[src/rtl/stereo_sample_player_pkg.sv]
// rtl/stereo_sample_player_pkg.sv - shared state encoding and helpers for the stereo player
// Purpose: FSM state constants and the midscale helper used by the player top.
// Ports: none (package).
package stereo_sample_player_pkg;

  localparam logic [2:0] ST_IDLE  = 3'd0;
  localparam logic [2:0] ST_WAIT  = 3'd1;
  localparam logic [2:0] ST_RD_L  = 3'd2;
  localparam logic [2:0] ST_RD_R  = 3'd3;
  localparam logic [2:0] ST_CAP_R = 3'd4;

  // Offset-binary silence level for a dw-bit sample.
  function automatic int midscale(input int dw);
    return 1 << (dw - 1);
  endfunction

endpackage

[src/rtl/stereo_sample_player_dac.sv]
// rtl/stereo_sample_player_dac.sv - first-order delta-sigma 1-bit DAC for one channel
// Purpose: converts an offset-binary sample into a pulse-density bit stream.
// Ports:
//   clk   - system clock
//   reset - synchronous active-high reset
//   din   - DW-bit offset-binary sample
//   dout  - registered 1-bit density output (IOB friendly)
module sigma_delta_dac_n #(
  parameter int DW = 8
) (
  input  logic          clk,
  input  logic          reset,
  input  logic [DW-1:0] din,
  output logic          dout
);

  logic [DW:0] acc_q;
  logic        dout_q;

  // The carry out of the previous add becomes the output bit, then is
  // dropped so the accumulator only ever carries its DW-bit remainder.
  always_ff @(posedge clk) begin
    if (reset) begin
      acc_q  <= '0;
      dout_q <= 1'b0;
    end else begin
      acc_q  <= {1'b0, acc_q[DW-1:0]} + {1'b0, din};
      dout_q <= acc_q[DW];
    end
  end

  assign dout = dout_q;

endmodule

[src/rtl/stereo_sample_player.sv]
// rtl/stereo_sample_player.sv - interleaved stereo PCM player with delta-sigma outputs
// Purpose: fetches L/R frames from a synchronous sample memory once per DIV
//   clocks and drives one delta-sigma bit per channel.
// Ports:
//   clk, reset            - clock, synchronous active-high reset
//   start, stop           - one-cycle control requests (stop wins)
//   loop, base_addr,
//   frame_count           - playback setup, sampled at start
//   mem_addr, mem_rd      - sample memory read request
//   mem_data              - read data, valid the cycle after mem_rd
//   busy, done            - status (done is a one-cycle pulse)
//   left, right           - delta-sigma channel outputs
module stereo_sample_player
  import stereo_sample_player_pkg::*;
#(
  parameter int DW  = 8,
  parameter int AW  = 12,
  parameter int DIV = 7000
) (
  input  logic          clk,
  input  logic          reset,
  input  logic          start,
  input  logic          stop,
  input  logic          loop,
  input  logic [AW-1:0] base_addr,
  input  logic [AW-2:0] frame_count,
  output logic [AW-1:0] mem_addr,
  output logic          mem_rd,
  input  logic [DW-1:0] mem_data,
  output logic          busy,
  output logic          done,
  output logic          left,
  output logic          right
);

  localparam int            PW      = $clog2(DIV);
  localparam logic [PW-1:0] PS_LAST = PW'(DIV - 1);
  localparam logic [DW-1:0] MID     = DW'(midscale(DW));

  logic [2:0]    state_q, state_d;
  logic [PW-1:0] ps_q, ps_d;
  logic [AW-2:0] frame_idx_q, frame_idx_d;
  logic [AW-2:0] cnt_q, cnt_d;
  logic [AW-1:0] base_q, base_d;
  logic          loop_q, loop_d;
  logic [AW-1:0] addr_q, addr_d;
  logic          rd_q, rd_d;
  logic          done_q, done_d;
  logic [DW-1:0] pend_q, pend_d;
  logic [DW-1:0] held_l_q, held_l_d;
  logic [DW-1:0] held_r_q, held_r_d;
  logic          tick;

  assign tick = (ps_q == PS_LAST);

  always_comb begin
    state_d     = state_q;
    ps_d        = ps_q;
    frame_idx_d = frame_idx_q;
    cnt_d       = cnt_q;
    base_d      = base_q;
    loop_d      = loop_q;
    addr_d      = addr_q;
    rd_d        = rd_q;
    done_d      = 1'b0;
    pend_d      = pend_q;
    held_l_d    = held_l_q;
    held_r_d    = held_r_q;

    // Free-running through the read states keeps the frame period at DIV.
    if (state_q != ST_IDLE) ps_d = tick ? '0 : ps_q + 1'b1;

    case (state_q)
      ST_IDLE: begin
        if (start && !stop) begin
          if (frame_count == '0) begin
            done_d = 1'b1;
          end else begin
            loop_d      = loop;
            base_d      = base_addr;
            cnt_d       = frame_count;
            frame_idx_d = '0;
            ps_d        = '0;
            state_d     = ST_WAIT;
          end
        end
      end
      ST_WAIT: begin
        if (tick) begin
          addr_d  = base_q + {frame_idx_q, 1'b0};
          rd_d    = 1'b1;
          state_d = ST_RD_L;
        end
      end
      ST_RD_L: begin
        addr_d  = addr_q + 1'b1;
        rd_d    = 1'b1;
        state_d = ST_RD_R;
      end
      ST_RD_R: begin
        pend_d  = mem_data;
        rd_d    = 1'b0;
        state_d = ST_CAP_R;
      end
      ST_CAP_R: begin
        // Both channels change on the same edge so the image never skews.
        held_l_d = pend_q;
        held_r_d = mem_data;
        if (frame_idx_q != cnt_q - 1'b1) begin
          frame_idx_d = frame_idx_q + 1'b1;
          state_d     = ST_WAIT;
        end else if (loop_q) begin
          frame_idx_d = '0;
          state_d     = ST_WAIT;
        end else begin
          done_d   = 1'b1;
          held_l_d = MID;
          held_r_d = MID;
          state_d  = ST_IDLE;
        end
      end
      default: state_d = ST_IDLE;
    endcase

    if (stop && (state_q != ST_IDLE)) begin
      state_d  = ST_IDLE;
      rd_d     = 1'b0;
      done_d   = 1'b0;
      held_l_d = MID;
      held_r_d = MID;
    end
  end

  always_ff @(posedge clk) begin
    if (reset) begin
      state_q     <= ST_IDLE;
      ps_q        <= '0;
      frame_idx_q <= '0;
      cnt_q       <= '0;
      base_q      <= '0;
      loop_q      <= 1'b0;
      addr_q      <= '0;
      rd_q        <= 1'b0;
      done_q      <= 1'b0;
      pend_q      <= MID;
      held_l_q    <= MID;
      held_r_q    <= MID;
    end else begin
      state_q     <= state_d;
      ps_q        <= ps_d;
      frame_idx_q <= frame_idx_d;
      cnt_q       <= cnt_d;
      base_q      <= base_d;
      loop_q      <= loop_d;
      addr_q      <= addr_d;
      rd_q        <= rd_d;
      done_q      <= done_d;
      pend_q      <= pend_d;
      held_l_q    <= held_l_d;
      held_r_q    <= held_r_d;
    end
  end

  assign mem_addr = addr_q;
  assign mem_rd   = rd_q;
  assign done     = done_q;
  assign busy     = (state_q != ST_IDLE);

  sigma_delta_dac_n #(.DW(DW)) u_dac_l (
    .clk  (clk),
    .reset(reset),
    .din  (held_l_q),
    .dout (left)
  );

  sigma_delta_dac_n #(.DW(DW)) u_dac_r (
    .clk  (clk),
    .reset(reset),
    .din  (held_r_q),
    .dout (right)
  );

endmodule

[config.mk]
export PLATFORM = sky130hd
export DESIGN_NAME = stereo_sample_player
export DESIGN_NICKNAME = d
export VERILOG_FILES = /design/src/rtl/stereo_sample_player_pkg.sv /design/src/rtl/stereo_sample_player_dac.sv /design/src/rtl/stereo_sample_player.sv
export SDC_FILE = /design/constraint.sdc
export NUM_CORES = 1
export LEC_CHECK = 0
export CAP_MARGIN = 5
export CORE_MARGIN = 10
export CORE_UTILIZATION = 35
export DETAILED_ROUTE_END_ITERATION = 8
export GPL_ROUTABILITY_DRIVEN = 0
export PLACE_DENSITY = 0.58
export SLEW_MARGIN = 20
export SYNTH_ARGS = -nofsm -noshare
export SYNTH_HDL_FRONTEND = slang
export SYNTH_SLANG_ARGS = --single-unit
[constraint.sdc]
create_clock -name clk -period 3.4 [get_ports clk]
set_input_delay 0.51 -clock clk [delete_from_list [all_inputs] [get_ports clk]]
set_output_delay 0.51 -clock clk [all_outputs]
set_load 0.005 [all_outputs]
==> reports/metrics.yaml <==
pwr:
  switching_share_pct: 23.6
  vdd_ir_drop_max_v: 0.000255
  leakagePower_nw: 2.54
  p_clk_share_pct: 41.9
  seqPwrFrac_pct: 49.1
  p_per_area_nw_per_um2: 399
  internal_power_mw: 2.05
  switching_power_uw: 634
  share_comb_of_total_power_pct: 9.0
drt:
  routedWlPerCell_um: 15.0
  viasPerCell: 5.24
  drc_errors: 0
  ant_nets: 0
  vias: 4919
  drt_iter0_drc: 323
  dr.pass1.iters: 5
  wl_um: 14100
final_layout:
  area_growth_pct: 18.2
  fillerInstances: 1564
  antenna_cells: 0
  multi_input_area_um2: 3330
  post-route-util_pct: 42.3
  register_area_um2: 2180
  stdcell_count: 939
  layout-drive-gt1-share_pct: 5.95
  nNetsFinal: 787
sta:
  tightest_slew_ps: 966
  slew_violations: 0
  timing.setup.tns_ps: 0
  period_needed_ps: 2770
  period_share_pct: 81.4
  fin_skew_ps: 10.1
  rsz0062_at_grt: "no"
  relSlewSlack_pct: 35.4
  hold_violations: 0
  fmax_mhz: 361
  finalSetupViolCount: 0
cts:
  max-clock-path-buffers: 2
  cts_tree: "done"
  ctsHtreeMaxLevel: 3
  hold_buffers: 0
  clk_pin_slew_ps: 70
  cts_sinks: 109
  ctsResizeCount: 0
  cts_post_setup_buffers_inserted: 0
  cts_inserted_buffers: 9
  clkLatencyLatePin_ps: 360
  cts_root_buffer: "clkbuf_16"
synthesis:
  synth_edf_count: 0
  yosysTopAreaCell: "dfxtp_1"
  yosys_most_used_dff: "dfxtp_1"
  synth_cells: 678
  synth_top_area_share_pct: 38.2
  synth_area_leaders: "dfxtp_1 (38%), ha_1 (6.6%), nor2_1 (5.4%), a21oi_1 (5.3%), nand2_1 (3.9%)"
  yosysSeqAreaShare_pct: 38.2
  synth_area_per_cell_um2: 8.42
  ys_async_sr_fraction_pct: 0
  synth-seq-cells: 109
  syn-cell-area_um2: 5710
  ys_types: 67
  ys_warn_count: 0
  synth_fp_nets: 747
setup_path:
  crit_family: "simple AND/OR/NAND/NOR gates"
  critPathLaunchType: "register"
  cp-end-kind: "register"
  arrival_ps: 3000
  worst-path-max-fanout: 9
  cp_slowest_stage_delay_ps: 530
  cp_data_required_time_ps: 3630
  slowest_stage: "or4_4"
  path_class: "register to register"
  crit_path_cell_trace: "inv_1 > ha_1 > or4b_1 > nor3_2 > a32oi_2 > and2_1 > or4_4 > o21ai_4 > a21oi_1"
  worst-path-buf-inv: 1
global_routing:
  grt_pass1_vias: 4884
  antenna_found_initial: 0
  grt_pass1_wl_um: 23900
  overflow: 0
  grt_max_degree: 55
  track_usage_pct: 13.1
place:
  place_inst: 923
  dp_hpwl_um: 10400
  place.port_buffers: 52
floorplan:
  pin_count: 53
  die_h_um: 148
  coreArea_um2: 15900
  rows: 46
  die_x_um: 148
  start_util_pct: 35.8
  die_area_um2: 21800
status:
  status: "finished, final reports clean"
hold_path:
  hold_path.class: "register to register"
job:
  cap_violations: 0
through the flow:
step / hold WS, ps / setup WS, ps / cell area (um2) / power (mW)
after global routing: 458 / 370 / 6750 / 2.80
final: 448 / 634 / 6750 / 2.69
after CTS: 453 / 645 / 6750 / 2.73
after global placement: 444 / 659 / 6430 / 1.59
after detailed placement: 436 / 615 / 6430 / 1.59
after floorplan: 414 / 918 / 5710 / 1.50
flip-flops by register name (all words and copies together) (netlist names):
name           flops
u_dac_l.dout       1
pend_q             8
done               1
state_q            3
loop_q             1
mem_addr          12
u_dac_r.dout       1
mem_rd             1
frame_idx_q       11
u_dac_l.acc_q      9
held_l_q           8
ps_q              13
u_dac_r.acc_q      9
cnt_q             11
base_q            12
held_r_q           8
cells in the final DEF (no fill, tap or decap), types with 4 or more instances in the layout:
master           synthesis  routed
nand3b_1                12      12
mux2i_1                 10      10
or3_1                    8       8
a21oi_1                 60      60
a211oi_1                 4       4
o21ai_0                 30      30
o22ai_1                  4       4
o21a_1                   5       5
buf_4                    0       6
nand2b_1                 8       8
a21o_1                   9       9
nand2_1                 60      60
nand4_1                  7       7
nor3_1                  20      19
xor2_1                  16      16
nor2b_1                 15      15
or2_2                    5       5
ha_1                    30      30
and2_1                   5       5
clkbuf_16                0       9
nand3_1                 15      15
and3_1                  10      10
a221oi_1                 5       5
xnor2_1                 21      21
a22oi_1                 20      20
dfxtp_1                109     109
nor2_1                  82      82
inv_1                   22      22
clkdlybuf4s50_1          0      51
synth_stat cells, types with 2 or more instances:
library cell / instances
a221oi_1: 5
nor4_1: 2
and2_1: 5
nand4_1: 7
nor3_1: 20
xor2_1: 16
o2111ai_1: 2
a22oi_1: 20
a21o_1: 9
o21ai_0: 30
clkbuf_1: 24
a21oi_2: 2
a211oi_1: 4
buf_2: 2
or3_1: 8
nand3_1: 15
and3_1: 10
a31oi_1: 3
nor2b_1: 15
nand2b_1: 8
nor3b_1: 3
dfxtp_1: 109
inv_1: 22
nand2_1: 60
nor2_1: 82
o31ai_1: 2
or2_2: 5
nand3b_1: 12
a311oi_1: 3
o21a_1: 5
fa_1: 3
a21oi_1: 60
ha_1: 30
and4_1: 2
a41oi_1: 3
or4b_1: 3
o41ai_1: 2
xnor2_1: 21
or4_4: 2
mux2i_1: 10
buf_1: 3
o22ai_1: 4
area by class of cell:
cell class | instances | area share [%]
multi-input combinational | 517 | 49.4
sequential | 109 | 32.4
timing repair buffer | 58 | 8.31
tap | 216 | 4.01
clock buffer | 10 | 3.39
clock inverter | 6 | 1.28
inverter | 23 | 1.28
power by group through the flow:
stage	clock, mW	sequential, mW	combinational, mW
global route	1.21	1.32	0.270
CTS	1.16	1.32	0.244
floorplan	0	1.34	0.154
detailed placement	0	1.35	0.243
finish	1.13	1.32	0.242
global placement	0	1.35	0.237
per-layer routing:
metal	up-vias	routed length, um	track usage (%)
met5	-	0	0
met4	0	160	4.11
met3	14	548	3.21
met2	84	6870	22.2
met1	2322	6520	15.9
li1	2499	-	-
worst paths after layout:
| check | depth (start not counted) | slack (ps) | end | startpoint |
|---|---|---|---|---|
| worst max register to register | 9 | 630 | frame_idx_q[4]$_SDFFE_PP0P_ | cnt_q[0]$_SDFFE_PP0P_ |
| worst min-delay path | 1 | 450 | u_dac_r.dout$_SDFF_PP0_ | u_dac_r.acc_q[8]$_SDFF_PP0_ |
| worst max-delay path | 9 | 630 | frame_idx_q[4]$_SDFFE_PP0P_ | cnt_q[0]$_SDFFE_PP0P_ |
| worst min register to register | 1 | 450 | u_dac_r.dout$_SDFF_PP0_ | u_dac_r.acc_q[8]$_SDFF_PP0_ |
cell families after synthesis:
group | count (synthesis) | share of synthesized area [%]
buf+inv | 52 | 3.46
mux | 10 | 1.75
fa+ha+maj | 33 | 7.63
compound gates | 167 | 18.9
xor+xnor | 37 | 5.68
simple gates | 270 | 24.3
flops | 109 | 38.2
Power figures use the tool's default switching activity.
